`src/rtl/mem_arbiter.sv`:
```
// rtl/mem_arbiter.sv - round-robin arbiter of two cache clients onto one memory port
//
// Purpose: grants one transaction at a time from client 0 (icache) or client 1
// (dcache) to the memory port, with round-robin priority and one bubble cycle
// for arbitration. Read-response beats go only to the client that issued the read.
//
// Ports:
//   clk, reset                      clock, synchronous active-high reset
//   cN_req_valid/ready/addr/rw      client N address channel (N = 0, 1)
//   cN_req_data_valid/ready/bits/mask  client N write-data channel
//   cN_resp_valid/data              client N read-response channel
//   mem_req_*                       memory address and write-data channels
//   mem_resp_valid/data             memory read-response channel
//   resp_orphan                     sticky flag: response beat with no read outstanding

module mem_arbiter #(
   parameter int ADDR_BITS  = 26,
   parameter int DATA_BITS  = 128,
   parameter int READ_BEATS = 4
) (
   input  logic                   clk,
   input  logic                   reset,

   input  logic                   c0_req_valid,
   output logic                   c0_req_ready,
   input  logic [ADDR_BITS-1:0]   c0_req_addr,
   input  logic                   c0_req_rw,
   input  logic                   c0_req_data_valid,
   output logic                   c0_req_data_ready,
   input  logic [DATA_BITS-1:0]   c0_req_data_bits,
   input  logic [DATA_BITS/8-1:0] c0_req_data_mask,
   output logic                   c0_resp_valid,
   output logic [DATA_BITS-1:0]   c0_resp_data,

   input  logic                   c1_req_valid,
   output logic                   c1_req_ready,
   input  logic [ADDR_BITS-1:0]   c1_req_addr,
   input  logic                   c1_req_rw,
   input  logic                   c1_req_data_valid,
   output logic                   c1_req_data_ready,
   input  logic [DATA_BITS-1:0]   c1_req_data_bits,
   input  logic [DATA_BITS/8-1:0] c1_req_data_mask,
   output logic                   c1_resp_valid,
   output logic [DATA_BITS-1:0]   c1_resp_data,

   output logic                   mem_req_valid,
   input  logic                   mem_req_ready,
   output logic [ADDR_BITS-1:0]   mem_req_addr,
   output logic                   mem_req_rw,
   output logic                   mem_req_data_valid,
   input  logic                   mem_req_data_ready,
   output logic [DATA_BITS-1:0]   mem_req_data_bits,
   output logic [DATA_BITS/8-1:0] mem_req_data_mask,
   input  logic                   mem_resp_valid,
   input  logic [DATA_BITS-1:0]   mem_resp_data,

   output logic                   resp_orphan
);

   localparam int CNT_BITS = $clog2(READ_BEATS) + 1;
   localparam logic [CNT_BITS-1:0] LAST_BEAT = CNT_BITS'(READ_BEATS - 1);

   typedef enum logic [1:0] {
      IDLE      = 2'd0,
      ADDR      = 2'd1,
      READ_RESP = 2'd2
   } state_t;

   state_t              state;
   logic                grant;
   logic                last_grant;
   logic                addr_done;
   logic                data_done;
   logic [CNT_BITS-1:0] beat_cnt;

   logic                   in_addr;
   logic                   in_resp;
   logic                   g_valid;
   logic                   g_rw;
   logic                   g_data_valid;
   logic [ADDR_BITS-1:0]   g_addr;
   logic [DATA_BITS-1:0]   g_bits;
   logic [DATA_BITS/8-1:0] g_mask;
   logic                   addr_rdy;
   logic                   data_rdy;
   logic                   addr_hs;
   logic                   data_hs;

   assign in_addr = (state == ADDR);
   assign in_resp = (state == READ_RESP);

   // Request fields of whichever client currently holds the grant
   assign g_valid      = grant ? c1_req_valid      : c0_req_valid;
   assign g_rw         = grant ? c1_req_rw         : c0_req_rw;
   assign g_data_valid = grant ? c1_req_data_valid : c0_req_data_valid;
   assign g_addr       = grant ? c1_req_addr       : c0_req_addr;
   assign g_bits       = grant ? c1_req_data_bits  : c0_req_data_bits;
   assign g_mask       = grant ? c1_req_data_mask  : c0_req_data_mask;

   // Memory side: pass-through only while in ADDR; each channel goes quiet once
   // its handshake has completed, and the data channel never runs for reads.
   assign mem_req_valid      = in_addr && g_valid && !addr_done;
   assign mem_req_addr       = in_addr ? g_addr : '0;
   assign mem_req_rw         = in_addr && g_rw;
   assign mem_req_data_valid = in_addr && g_rw && g_data_valid && !data_done;
   assign mem_req_data_bits  = in_addr ? g_bits : '0;
   assign mem_req_data_mask  = in_addr ? g_mask : '0;

   assign addr_rdy = in_addr && !addr_done && mem_req_ready;
   assign data_rdy = in_addr && g_rw && !data_done && mem_req_data_ready;

   assign c0_req_ready      = addr_rdy && !grant;
   assign c1_req_ready      = addr_rdy &&  grant;
   assign c0_req_data_ready = data_rdy && !grant;
   assign c1_req_data_ready = data_rdy &&  grant;

   assign addr_hs = mem_req_valid && mem_req_ready;
   assign data_hs = mem_req_data_valid && mem_req_data_ready;

   // Response beats are forwarded with zero latency, only to the read owner
   assign c0_resp_valid = in_resp && mem_resp_valid && !grant;
   assign c1_resp_valid = in_resp && mem_resp_valid &&  grant;
   assign c0_resp_data  = (in_resp && !grant) ? mem_resp_data : '0;
   assign c1_resp_data  = (in_resp &&  grant) ? mem_resp_data : '0;

   always_ff @(posedge clk) begin
      if (reset) begin
         state       <= IDLE;
         grant       <= 1'b0;
         last_grant  <= 1'b1;
         addr_done   <= 1'b0;
         data_done   <= 1'b0;
         beat_cnt    <= '0;
         resp_orphan <= 1'b0;
      end else begin
         // Any beat outside READ_RESP has no owner: drop it and remember that it happened
         if (mem_resp_valid && !in_resp) begin
            resp_orphan <= 1'b1;
         end

         case (state)
            IDLE: begin
               addr_done <= 1'b0;
               data_done <= 1'b0;
               if (c0_req_valid || c1_req_valid) begin
                  // On a tie the client that did not complete last time wins
                  grant <= (c0_req_valid && c1_req_valid) ? ~last_grant : c1_req_valid;
                  state <= ADDR;
               end
            end

            ADDR: begin
               if (!g_rw) begin
                  if (addr_hs) begin
                     beat_cnt <= '0;
                     state    <= READ_RESP;
                  end else if (!g_valid) begin
                     state <= IDLE;
                  end
               end else begin
                  if ((addr_done || addr_hs) && (data_done || data_hs)) begin
                     state      <= IDLE;
                     last_grant <= grant;
                     addr_done  <= 1'b0;
                     data_done  <= 1'b0;
                  end else if (!g_valid && !addr_done && !data_done && !data_hs) begin
                     // Abandoned before any handshake: priority is not rotated
                     state <= IDLE;
                  end else begin
                     if (addr_hs) addr_done <= 1'b1;
                     if (data_hs) data_done <= 1'b1;
                  end
               end
            end

            READ_RESP: begin
               if (mem_resp_valid) begin
                  beat_cnt <= beat_cnt + CNT_BITS'(1);
                  if (beat_cnt == LAST_BEAT) begin
                     state      <= IDLE;
                     last_grant <= grant;
                  end
               end
            end

            default: state <= IDLE;
         endcase
      end
   end

endmodule

```
`config.mk`:
```
export PLATFORM = sky130hd
export DESIGN_NAME = mem_arbiter
export DESIGN_NICKNAME = d
export VERILOG_FILES = /design/src/rtl/mem_arbiter.sv
export SDC_FILE = /design/constraint.sdc
export NUM_CORES = 1
export LEC_CHECK = 0
export CAP_MARGIN = 10
export CORE_AREA = 5 5 349 351
export CTS_CLUSTER_SIZE = 40
export DETAILED_ROUTE_END_ITERATION = 16
export DIE_AREA = 0 0 354 356
export DONT_BUFFER_PORTS = 1
export PLACE_DENSITY = 0.3
export SETUP_SLACK_MARGIN = 0.4
export SLEW_MARGIN = 25
export SYNTH_ARGS = -nofsm -noshare
export SYNTH_HDL_FRONTEND = slang
export SYNTH_SLANG_ARGS = --single-unit
```
`constraint.sdc`:
```
create_clock -name clk -period 3.4 [get_ports clk]
set_input_delay 0.51 -clock clk [delete_from_list [all_inputs] [get_ports clk]]
set_output_delay 0.51 -clock clk [all_outputs]
set_load 0.01 [all_outputs]
```
# Yosys cells after proc, flatten, opt, wreduce, memory -nomap -nowiden
# Cells that the tools add are included.
# Widths: inputs -> output; s select.
[classes] n_addsub=1 reduce_logical=44 eq_ne=15 n_bitwise=1 mux=40
[ops] cell="$mux 128" n=4
[ops] cell="$mux 26" n=2
[ops] cell="$mux 16" n=2
[ops] cell="$logic_and 1x1->1" n=26
[ops] cell="$mux 1" n=16
[ops] cell="$mux 2" n=8
[ops] cell="$reduce_and 4->1" n=3
[ops] cell="$reduce_and 5->1" n=2
[ops] cell="$mux 3" n=3
[ops] cell="$ne 2x1->1 const B" n=4
[ops] cell="$ne 4x2->1 const B" n=2
[ops] cell="$logic_not 1->1" n=6
[ops] cell="$ne 2x2->1 const B" n=3
[ops] cell="$ne 3x1->1 const B" n=2
[ops] cell="$pmux 1 s2" n=3
[ops] cell="$pmux 2 s3" n=1
[ops] cell="$pmux 3 s2" n=1
[ops] cell="$reduce_bool 2->1" n=2
[ops] cell="$add 3x1->3 const B" n=1
[ops] cell="$eq 3x2->1 const B" n=1
[ops] cell="$logic_or 1x1->1" n=3
[ops] cell="$ne 3x3->1 const B" n=1
[ops] cell="$eq 2x1->1 const B" n=1
[ops] cell="$eq 2x2->1 const B" n=1
[ops] cell="other kinds (3)" n=3
[word_totals] wordCells=108 output_inout_bits=436 regBits=10

# Depth between registers and ports, before layout
# Gate-level depths: netlist (run 1).
[depth] word_depth=11 ltp_mapped=7 ltp_nobuf=5

# Least setup slack after synthesis (run 1)
# OpenSTA, ideal clock, no wires.
[synth_timing] kind="reg2out" start="register state[1]" end="output c1_resp_data[100]" stages_incl_launch_ff=7 t_arrival_ns=1.328 slack_ns=1.562 path_cell_list="dfxtp_1 -> buf_6 -> nor2b_1 -> buf_2 -> clkbuf_1 -> clkbuf_1 -> and3_1"
[synth_via] elab_chain_len=3
[synth_lines] element="from (decl)" line_no="69" rtl="state_t state;"
[synth_lines] element="from (signal assigned)" line_no="128" rtl="state <= IDLE;"
[synth_lines] element="from (signal assigned)" line_no="148" rtl="state <= ADDR;"
[synth_lines] element="from (signal assigned)" line_no="156" rtl="state <= READ_RESP;"
[synth_lines] element="$eq 2x2->1" line_no="90" rtl="assign in_resp = (state == READ_RESP);"
[synth_lines] element="$logic_and 1x1->1" line_no="124" rtl="assign c1_resp_data = (in_resp && grant) ? mem_resp_data : '0;"
[synth_lines] element="$mux 128" line_no="124"
[synth_lines] element="to (decl)" line_no="44" rtl="output logic [DATA_BITS-1:0] c1_resp_data,"
# Every way passes these cells.

# Final worst setup path (run 1)
[layout_timing] start="register grant" end="output mem_req_data_bits[114]"
[layout_via] elab_chain_len=2
[layout_lines] element="from (decl)" line_no="70" rtl="logic grant;"
[layout_lines] element="from (signal assigned)" line_no="147" rtl="grant <= (c0_req_valid && c1_req_valid) ? ~last_grant : c1_req_valid;"
[layout_lines] element="$mux 128" line_no="97" rtl="assign g_bits = grant ? c1_req_data_bits : c0_req_data_bits;"
[layout_lines] element="$mux 128" line_no="106" rtl="assign mem_req_data_bits = in_addr ? g_bits : '0;"
[layout_lines] element="to (decl)" line_no="52" rtl="output logic [DATA_BITS-1:0] mem_req_data_bits,"
# Every way passes these cells.

==> results.json, run 1 <==
{
  "final_nets": 1261,
  "overflow": 0,
  "routabilityCongestion": 0.829,
  "grt_pass1_vias": 6120,
  "synth-edff-count": 0,
  "seqPwrFrac_pct": 9.3,
  "busiest_layer": "met2",
  "drtIter0Drc": 626,
  "multiInputGateArea_sq_um": 4440,
  "avgSynthCellArea_sq_um": 6.50,
  "synth_nets": 1253,
  "ys_ff_latch": 10,
  "drv_slew": 0,
  "grt_pass1_wl_um": 98100,
  "setup_slack_ns": 0.512,
  "fin_crit_ns": 2.89,
  "design.core.area_sq_um": 119000,
  "total_switching_power_uw": 962,
  "cts_tree": "built",
  "maxSlewHeadroom_pct": 41.5,
  "crit_chain": "buf_12, mux2i_1, nor2_1, buf_4",
  "synth.distinct_cells": 33,
  "pin_count": 915,
  "crit_type": "register to primary output",
  "cap_violations": 0,
  "grt_max_degree": 164,
  "die_x_um": 354,
  "port_buffers": 0,
  "fillers": 14024,
  "cts_buffer_depth": 2,
  "period_share_pct": 84.9,
  "clock_skew_ns": 0.00130,
  "worst_pin_slew_ns": 0.853,
  "cp_data_required_time_ns": 2.89,
  "grtUsageTotal_pct": 12.5,
  "detail-route-antenna-nets": 0,
  "internal_power_uw": 642,
  "async_flop_share_pct": 0,
  "syn2layout_area_growth_pct": 51.5,
  "hold_path.class": "primary input to register",
  "p_per_area_nw_per_um2": 211,
  "cts.sinks": 10,
  "end_kind": "primary output",
  "synth_largest_area_cell": "mux2i_1",
  "dp_hpwl_um": 80000,
  "final-setup-viol-count": 0,
  "fin_tns_setup_ns": 0,
  "hold_viol_final": 0,
  "leakage_uw": 0.00316,
  "critPathLaunchType": "register",
  "dpl_worst_slack_ns": 0.495,
  "drc": 0,
  "switching_share_pct": 60.0,
  "final-seq-area_sq_um": 206,
  "min-delay-start": "reset",
  "worstSetupStartpoint": "grant$_SDFFE_PP0P_",
  "cts_root_buffer": "clkbuf_16",
  "synth_area_sq_um": 5020,
  "crit_arrival_ns": 2.38,
  "num_vias": 6999,
  "crit_path_max_incr_delay_ns": 0.77,
  "slowest_stage": "mux2i_1",
  "drive_gt1_share_pct": 15.7,
  "fmax_mhz": 346,
  "ys_warn_count": 0,
  "status": "completed",
  "layout_common_cells": "and3_1, nor2_1, mux2i_1, buf_4, dfxtp_1",
  "cp_max_fo": 63,
  "num_rows": 127,
  "clk_latency_ns": 0.24,
  "yosysSeqAreaShare_pct": 3.99,
  "clkTransAtPathRegs_ns": 0.04,
  "yosysTopAreaCellShare_pct": 34.7,
  "synthCells": 772,
  "cts_buffers": 3,
  "use_met3_pct": 3.01,
  "wl_per_cell_um": 36.2,
  "final_common_cell": "and3_1",
  "ys_top_cells_by_area": "mux2i_1, and3_1, nor2_1",
  "p_comb_share_pct": 77.2,
  "use_met1_pct": 15.7,
  "die_area_sq_um": 126000,
  "clkPwrFrac_pct": 13.4,
  "htreeDepth": 1,
  "rsz0062_at_grt": "no",
  "drtPass1Iterations": 5,
  "antenna_found_initial": 103,
  "use_met2_pct": 22.6,
  "start_util_pct": 4.23,
  "die_h_um": 356,
  "reg2reg_from": "state[0]$_SDFFE_PP0P_",
  "vias_per_cell": 2.94,
  "synth_flop_cell": "dfxtp_1",
  "wirelength_um": 86400,
  "peakVddDrop_mv": 0.102
}
==> sequential cells by signal, summed over array words and instances (netlist names) <==
name,count
state,2
addr_done,1
last_grant,1
beat_cnt,3
grant,1
resp_orphan,1
data_done,1
==> critical path, delay by kind of cell, from the launching register on <==
family | cells | cell delay, ns
buffers and inverters | 2 | 0.59
flip-flops | 1 | 0.56
multiplexers | 1 | 0.77
AND/OR/NAND/NOR | 1 | 0.14
==> timing repair <==
item                       in CTS  in global routing
setup endpoints to repair       4                 10
resized for setup               4                  3
cloned                          0                  2
hold buffers                    0                  0
setup buffers                   0                  0
==> cell usage after synthesis, types with 3 or more instances <==
| cell type | number |
|---|---|
| nor3_1 | 6 |
| mux2i_1 | 174 |
| nand2_1 | 4 |
| inv_1 | 4 |
| a21oi_1 | 3 |
| nor2_1 | 185 |
| dfxtp_1 | 10 |
| and3_1 | 260 |
| clkbuf_1 | 62 |
| buf_1 | 4 |
| buf_2 | 30 |
| mux2_2 | 3 |
==> area by class of cell <==
| cell class | instances | area share [%] |
|---|---|---|
| antenna | 57 | 1.88 |
| clock buffer | 4 | 1.04 |
| inverter | 4 | 0.230 |
| multi-input combinational | 662 | 58.4 |
| sequential | 10 | 2.71 |
| tap | 1548 | 25.5 |
| timing repair buffer | 99 | 10.3 |
==> cells by family (layout without fill, tap and decap cells) <==
| family | after synthesis | count (layout) | synth area share (%) |
|---|---|---|---|
| and+or+nand+nor | 464 | 466 | 48.4 |
| muxes | 177 | 177 | 35.4 |
| buffers and inverters | 102 | 107 | 8.60 |
| AOI/OAI and AO/OA | 17 | 17 | 3.19 |
| DFF | 10 | 10 | 3.99 |
| adders and majority gates | 2 | 2 | 0.498 |
| other | 0 | 57 | 0 |
==> path summary, 6_finish.rpt <==
path                            slack [ns]  cells past startpoint                       end
worst max-delay path                  0.51                      4    mem_req_data_bits[114]
worst min-delay path                  0.35                      1        grant$_SDFFE_PP0P_
worst max register to register        1.03                      6   last_grant$_SDFFE_PP1P_
worst min register to register        0.48                      2  beat_cnt[2]$_SDFFE_PP0P_
==> layer usage <==
layer | vias up | part of all wire, % | routed length [um]
met5 | - | 0.060 | 52
li1 | 2809 | - | -
met3 | 138 | 8.0 | 6870
met1 | 3316 | 41 | 35500
met2 | 728 | 49 | 42500
met4 | 8 | 1.7 | 1430
==> stage by stage <==
| stage | hold WS (ns) | cell area [sq um] | instances | util [%] | total power [uW] |
|---|---|---|---|---|---|
| 6_report | 0.354 | 7610 | 2384 | 6.41 | 1600 |
| 5_1_grt | 0.354 | 7470 | 2331 | 6.30 | 1710 |
| 4_1_cts | 0.342 | 7440 | 2325 | 6.27 | 1640 |
| 3_5_place_dp | 0.475 | 7350 | 2321 | 6.19 | 1420 |
| 3_3_place_gp | 0.467 | 7340 | 2321 | 6.19 | 1420 |
| 2_1_floorplan | 0.448 | 5020 | 772 | - | 790 |
==> power groups by stage <==
| stage | Clock [uW] | Combinational (uW) | Sequential [uW] |
|---|---|---|---|
| final | 216 | 1240 | 149 |
| after CTS | 219 | 1280 | 145 |
| after floorplan | 0 | 660 | 130 |
| after global placement | 0 | 1280 | 147 |
| after global routing | 224 | 1330 | 153 |
| after detailed placement | 0 | 1280 | 147 |
Power figures use the tool's default switching activity.
==> run 2, diff against run 1 <==
--- a/config.mk
+++ b/config.mk
@@ -6,10 +6,10 @@
 export NUM_CORES = 1
 export LEC_CHECK = 0
 export CAP_MARGIN = 10
-export CORE_AREA = 5 5 349 351
+export CORE_AREA = 5 5 350 352
 export CTS_CLUSTER_SIZE = 40
 export DETAILED_ROUTE_END_ITERATION = 16
-export DIE_AREA = 0 0 354 356
+export DIE_AREA = 0 0 355 357
 export DONT_BUFFER_PORTS = 1
 export PLACE_DENSITY = 0.3
 export SETUP_SLACK_MARGIN = 0.4
==> constraint.sdc (replaced) <==
create_clock -name clk -period 2.5 [get_ports clk]
set_input_delay 0.375 -clock clk [delete_from_list [all_inputs] [get_ports clk]]
set_output_delay 0.375 -clock clk [all_outputs]
set_load 0.01 [all_outputs]
==> results.json, run 2 (same netlist as run 1, synthesis figures left out) <==
{
  "status": "completed",
  "hold_viol_final": 0,
  "cap_violations": 0,
  "pin_count": 915,
  "crit_arrival_ns": 1.79,
  "htreeDepth": 1,
  "hold_buffers": 0,
  "grt_pass1_vias": 6717,
  "drtPass1Iterations": 5,
  "port_buffers": 0,
  "start_util_pct": 4.22,
  "die_area_sq_um": 127000,
  "peakVddDrop_mv": 0.215,
  "vias_per_cell": 2.95,
  "crit_top_cell": "buf_4",
  "p_per_area_nw_per_um2": 277,
  "clkTransAtPathRegs_ns": 0.04,
  "layout_common_cells": "and3_1, nor2_1, buf_4, mux2i_1, buf_12",
  "wirelength_um": 85000,
  "final-setup-viol-count": 0,
  "fin_tns_setup_ns": 0,
  "crit_buf_inv": 4,
  "cp_max_fo": 7,
  "final_area_sq_um": 10200,
  "antenna_found_initial": 80,
  "drv_slew": 0,
  "final_common_cell": "and3_1",
  "clk_latency_ns": 0.24,
  "num_vias": 7355,
  "leakage_uw": 0.00417,
  "r2r_setup_slack_ns": 0.56,
  "end_kind": "primary output",
  "grt_max_degree": 123,
  "cts_buffer_depth": 2,
  "drive_gt1_share_pct": 38.1,
  "crit_type": "register to primary output",
  "cp_data_required_time_ns": 2.12,
  "cts.sinks": 10,
  "grtUsageTotal_pct": 12.1,
  "maxSlewHeadroom_pct": 69.5,
  "num_rows": 127,
  "die_x_um": 355,
  "hold_path.class": "primary input to register",
  "grt_pass1_wl_um": 96000,
  "fmax_mhz": 462,
  "clock_skew_ns": 0.00221,
  "overflow": 0,
  "final_nets": 1387,
  "crit_path_max_incr_delay_ns": 0.44,
  "routabilityCongestion": 0.798,
  "period_share_pct": 86.5,
  "cts_buffers": 3,
  "worst_pin_slew_ns": 0.445,
  "fin_crit_ns": 2.16,
  "die_h_um": 357,
  "wl_per_cell_um": 34.1,
  "dpl_worst_slack_ns": 0.151,
  "detail-route-antenna-nets": 0,
  "rsz0062_at_grt": "yes",
  "top_regs": "beat_cnt: 3 flops, state: 2 flops",
  "setup_slack_ns": 0.336,
  "drtIter0Drc": 514,
  "cts_root_buffer": "clkbuf_16",
  "syn2layout_area_growth_pct": 102,
  "design.core.area_sq_um": 119000,
  "largest_reg_flops": 3,
  "drc": 0,
  "dpl_cell_area_sq_um": 8570,
  "critPathTopFamily": "buffers and inverters",
  "crit_chain": "buf_12, buf_16, mux2i_2, buf_4, nor2_1, buf_4",
  "cts_tree": "built",
  "dp_hpwl_um": 75100,
  "regMostFlops": "beat_cnt",
  "slowest_stage": "mux2i_2",
  "critPathLaunchType": "register"
}
-- run 2: cell types whose count changed in the layout (fill, tap and decap cells not counted), sizes merged --
cell	before	now
buf	99	216
bufbuf	0	1
clkbuf	4	12
diode	57	37
inv	4	5
nand2b	4	3
-- run 2: final cells by class --
class                   count  area, sq um
well taps                1548         1940
clock buffers               4         88.8
repair inverters            1         8.76
multi-input cells         661         4960
diodes                     37         92.6
flip-flops and latches     10          209
fillers                 13896       109000
repair buffers            225         2840
inverters                   4         31.3
-- run 2: through the flow --
step / hold slack, ns / instances / total power, uW / utilization [%]
floorplan: 0.448 / 772 / 1070 / -
global placement: 0.454 / 2411 / 2150 / 7.20
detailed placement: 0.452 / 2411 / 2150 / 7.20
CTS: 0.201 / 2436 / 2750 / 7.95
global route: 0.200 / 2461 / 2980 / 8.48
finish: 0.207 / 2490 / 2810 / 8.54
-- run 2: what timing repair did --
action	CTS	global route
endpoints found under the setup margin	410	177
setup buffers	11	8
gates cloned	10	9
gates resized for setup	93	68
pin swaps	1	2
-- run 2: where the power goes --
group	switching, uW	internal, uW
sequential	17.6	168
clock	81.7	241
combinational	1370	936
total	1470	1340
-- run 2: final timing paths --
check	cells after the start	from	endpoint
worst max-delay path	6	grant$_SDFFE_PP0P_	mem_req_data_bits[47]
worst min-delay path	1	reset	grant$_SDFFE_PP0P_
worst min register to register	2	beat_cnt[2]$_SDFFE_PP0P_	beat_cnt[2]$_SDFFE_PP0P_
worst max register to register	6	grant$_SDFFE_PP0P_	beat_cnt[1]$_SDFFE_PP0P_
-- run 2: worst reg2reg max path, cell delays in order (launching register included) --
cell and delay, ns:
dfxtp_4 0.36, buf_12 0.19, mux2_4 0.36, buf_4 0.16, o41ai_4 0.47, mux2i_1 0.24, nor2_1 0.05
-- run 2: metal layers --
layer	vias up	track usage [%]	part of all wire, %
met5	-	0	0.22
met4	28	1.32	1.5
met3	114	3.00	8.1
met2	671	20.9	48
met1	3498	15.7	42
li1	3044	-	-
==> run 3, diff against run 2 <==
--- a/config.mk
+++ b/config.mk
@@ -11,6 +11,8 @@
 export DETAILED_ROUTE_END_ITERATION = 16
 export DIE_AREA = 0 0 355 357
 export DONT_BUFFER_PORTS = 1
+export GPL_ROUTABILITY_DRIVEN = 0
+export GPL_TIMING_DRIVEN = 1
 export PLACE_DENSITY = 0.3
 export SETUP_SLACK_MARGIN = 0.4
 export SLEW_MARGIN = 25
==> results of run 3 <==
Final layout, timing and power as in run 2 (identical DEF).
==> RTL change (config.mk and constraints of run 3) <==
The parameter `ADDR_BITS` goes from 26 to 30.
--- a/src/rtl/mem_arbiter.sv
+++ b/src/rtl/mem_arbiter.sv
@@ -14,7 +14,7 @@
 //   resp_orphan                     sticky flag: response beat with no read outstanding
 
 module mem_arbiter #(
-   parameter int ADDR_BITS  = 26,
+   parameter int ADDR_BITS  = 30,
    parameter int DATA_BITS  = 128,
    parameter int READ_BEATS = 4
 ) (
Interface: changed (resized c0_req_addr, c1_req_addr and mem_req_addr); port bits go from 915 to 927. No check against the original RTL was run, so the function may have changed too.
==> RTL change against run 3 <==
  * Area after synthesis increased by 0.60%
  * Core utilization increased by 0.52 points
  * Cell area increased by 6.1%
  * Critical endpoint is now mem_req_data_mask[10]
  * Non-clock buffer count increased by 48
  * Sequential share of layout area decreased by 0.13 points
  * Worst setup slack got worse by 0.025 ns
  * Synthesized cell count decreased by 0.13%
  * Highest routed layer unchanged
  * Sequential cell count unchanged
  * Sequential power about the same
  * Power increased by 5.8%
  * Routed wire length decreased by 7.7%
==> RTL change: results (changes against run 3) <==
crit path time final 2.188 ns (was 2.164 ns); sequential share of the synthesized area 3.964% (was 3.988%); first-pass GRT wire length 88920 um (was 95990 um); status finished, final reports clean (unchanged); worst min path class primary input to flip-flop (unchanged); post-layout net count 1453 (was 1387); Slew HR 56.84% (was 69.50%); reg-to-reg critical path endpoint data_done$_SDFFE_PP0P_ (was beat_cnt[1]$_SDFFE_PP0P_); post-synthesis compound-gate area fraction 3.147% (was 3.190%); total number of vias 7535 (was 7355); Critical Path Source grant$_SDFFE_PP0P_ (unchanged); GRT Total Usage 10.90% (was 12.08%); largest net degree at the start of global routing 42 (was 123); DR top layer met5 (unchanged); Max IR drop VDD 0.0001797 V (was 0.0002146 V); Commonest cells post-synth nor2_1 (184), mux2i_1 (176), and2_1 (130), and3_1 (129), clkbuf_1 (52) (was and3_1 (260), nor2_1 (185), mux2i_1 (174), clkbuf_1 (62), buf_2 (30)); YS warnings 0 (unchanged); Pleak 0.004221 uW (was 0.004173 uW); Total Wirelength 78430 um (was 85010 um); flop2flop setup slack 0.46 ns (was 0.56 ns); initial antenna violation count 45 (was 80); cts bufs inserted 3 (unchanged); vias in the first global route 6867 (was 6717); Slew Viols, Final 0 (unchanged); Met3 Routed Length 8095 um (was 6904 um); Netlist cell types 40 (was 33); Async SR Flop Fraction 0% (unchanged); Iter 0 DRT Violations 579 (was 514); Placement Setup Slack 0.1011 ns (was 0.1507 ns); critical path endpoint mem_req_data_mask[10] (was mem_req_data_bits[47]); deepest clock path buffer count 2 (unchanged); htree depth 1 (unchanged); ys flop type dfxtp_1 (unchanged); Cells after Synth 771 (was 772); Worst-path clk slew 0.04 ns (about the same); fraction of layout cells with a size suffix above 1 47.46% (was 38.12%); CP max FO 15 (was 7); dpl cells 2435 (was 2411); multiplexer share of the synthesized area 35.41% (was 35.37%); worst r2r path cells 7 (was 6); Met1 Routed Length 31010 um (was 35830 um); drt pass-1 iters 5 (unchanged); DP HPWL 66190 um (was 75140 um); filler instances 13860 (was 13900); Root Driver clkbuf_16 (unchanged); synth top area cells mux2i_1 (35%), and2_1 (16%), and3_1 (16%) (was mux2i_1 (35%), and3_1 (32%), nor2_1 (14%)); Synth Area in XOR/XNOR 0% (unchanged); WL/cell 31.00 um (was 34.14 um); syn nets 1260 (was 1253); met2 routed WL 36890 um (was 40820 um); clock skew 0.001602 ns (was 0.002212 ns); adder-cell share of the synthesized area 0.4955% (was 0.4985%)
-- RTL change: worst min-delay path by stage --
stage                             startpoint                        to  cells past startpoint
floorplan           beat_cnt[1]$_SDFFE_PP0P_  beat_cnt[1]$_SDFFE_PP0P_                      2
global placement                       reset        grant$_SDFFE_PP0P_                      1
detailed placement                     reset        grant$_SDFFE_PP0P_                      1
CTS                                    reset        grant$_SDFFE_PP0P_                      1
global route                           reset        grant$_SDFFE_PP0P_                      1
finish                                 reset        grant$_SDFFE_PP0P_                      1
-- RTL change: kinds of logic (layout without fill, tap and decap cells) --
group | count (synthesis) | after routing
DFF | 10 | 10
muxes | 178 | 178
AOI/OAI and AO/OA | 20 | 20
other | 0 | 19
and+or+nand+nor | 473 | 473
buffers and inverters | 88 | 280
adders and majority gates | 2 | 2
-- RTL change: layout make-up --
cell class              count  area share, %
repair buffers            273          29.81
diodes                     19         0.4410
flip-flops and latches     10          1.927
multi-input cells         673          48.93
well taps                1548          17.97
inverters                   3         0.1045
clock buffers               4         0.8241
-- RTL change: worst max-delay path, cell delays in order (launching register included) --
cell and delay [ns]:
dfxtp_4 0.41, buf_16 0.18, buf_8 0.19, mux2i_4 0.34, buf_4 0.17, nor2_1 0.04
buf_4 0.15
-- RTL change: metrics by stage --
stage	util, %	hold slack [ns]	cell area (um2)	power (uW)
5_1_grt	9.033	0.1962	10750	3124
6_report	9.058	0.2084	10780	2975
4_1_cts	8.236	0.1973	9802	2870
3_3_place_gp	7.111	0.4522	8463	2163
2_1_floorplan	-	0.4473	5050	1134
3_5_place_dp	7.111	0.4485	8463	2160
-- RTL change: power by group --
group          switching, uW  internal [uW]
logic                   1390           1080
registers               16.7            168
clock network           81.1            241
-- RTL change: repair_timing --
| item | CTS | global route |
|---|---|---|
| gates resized for setup | 138 | 138 |
| gates cloned | 14 | 14 |
| setup endpoints to repair | 227 | 221 |
| hold buffers | 0 | 0 |
| setup buffers | 25 | 19 |
| pin swaps | 4 | 35 |
-- RTL change: routing by layer --
metal / GRT usage [%] / up-vias
met5: 0 / -
met4: 2.062 / 6
met3: 3.911 / 116
met2: 18.40 / 720
met1: 13.47 / 3659
li1: - / 3034
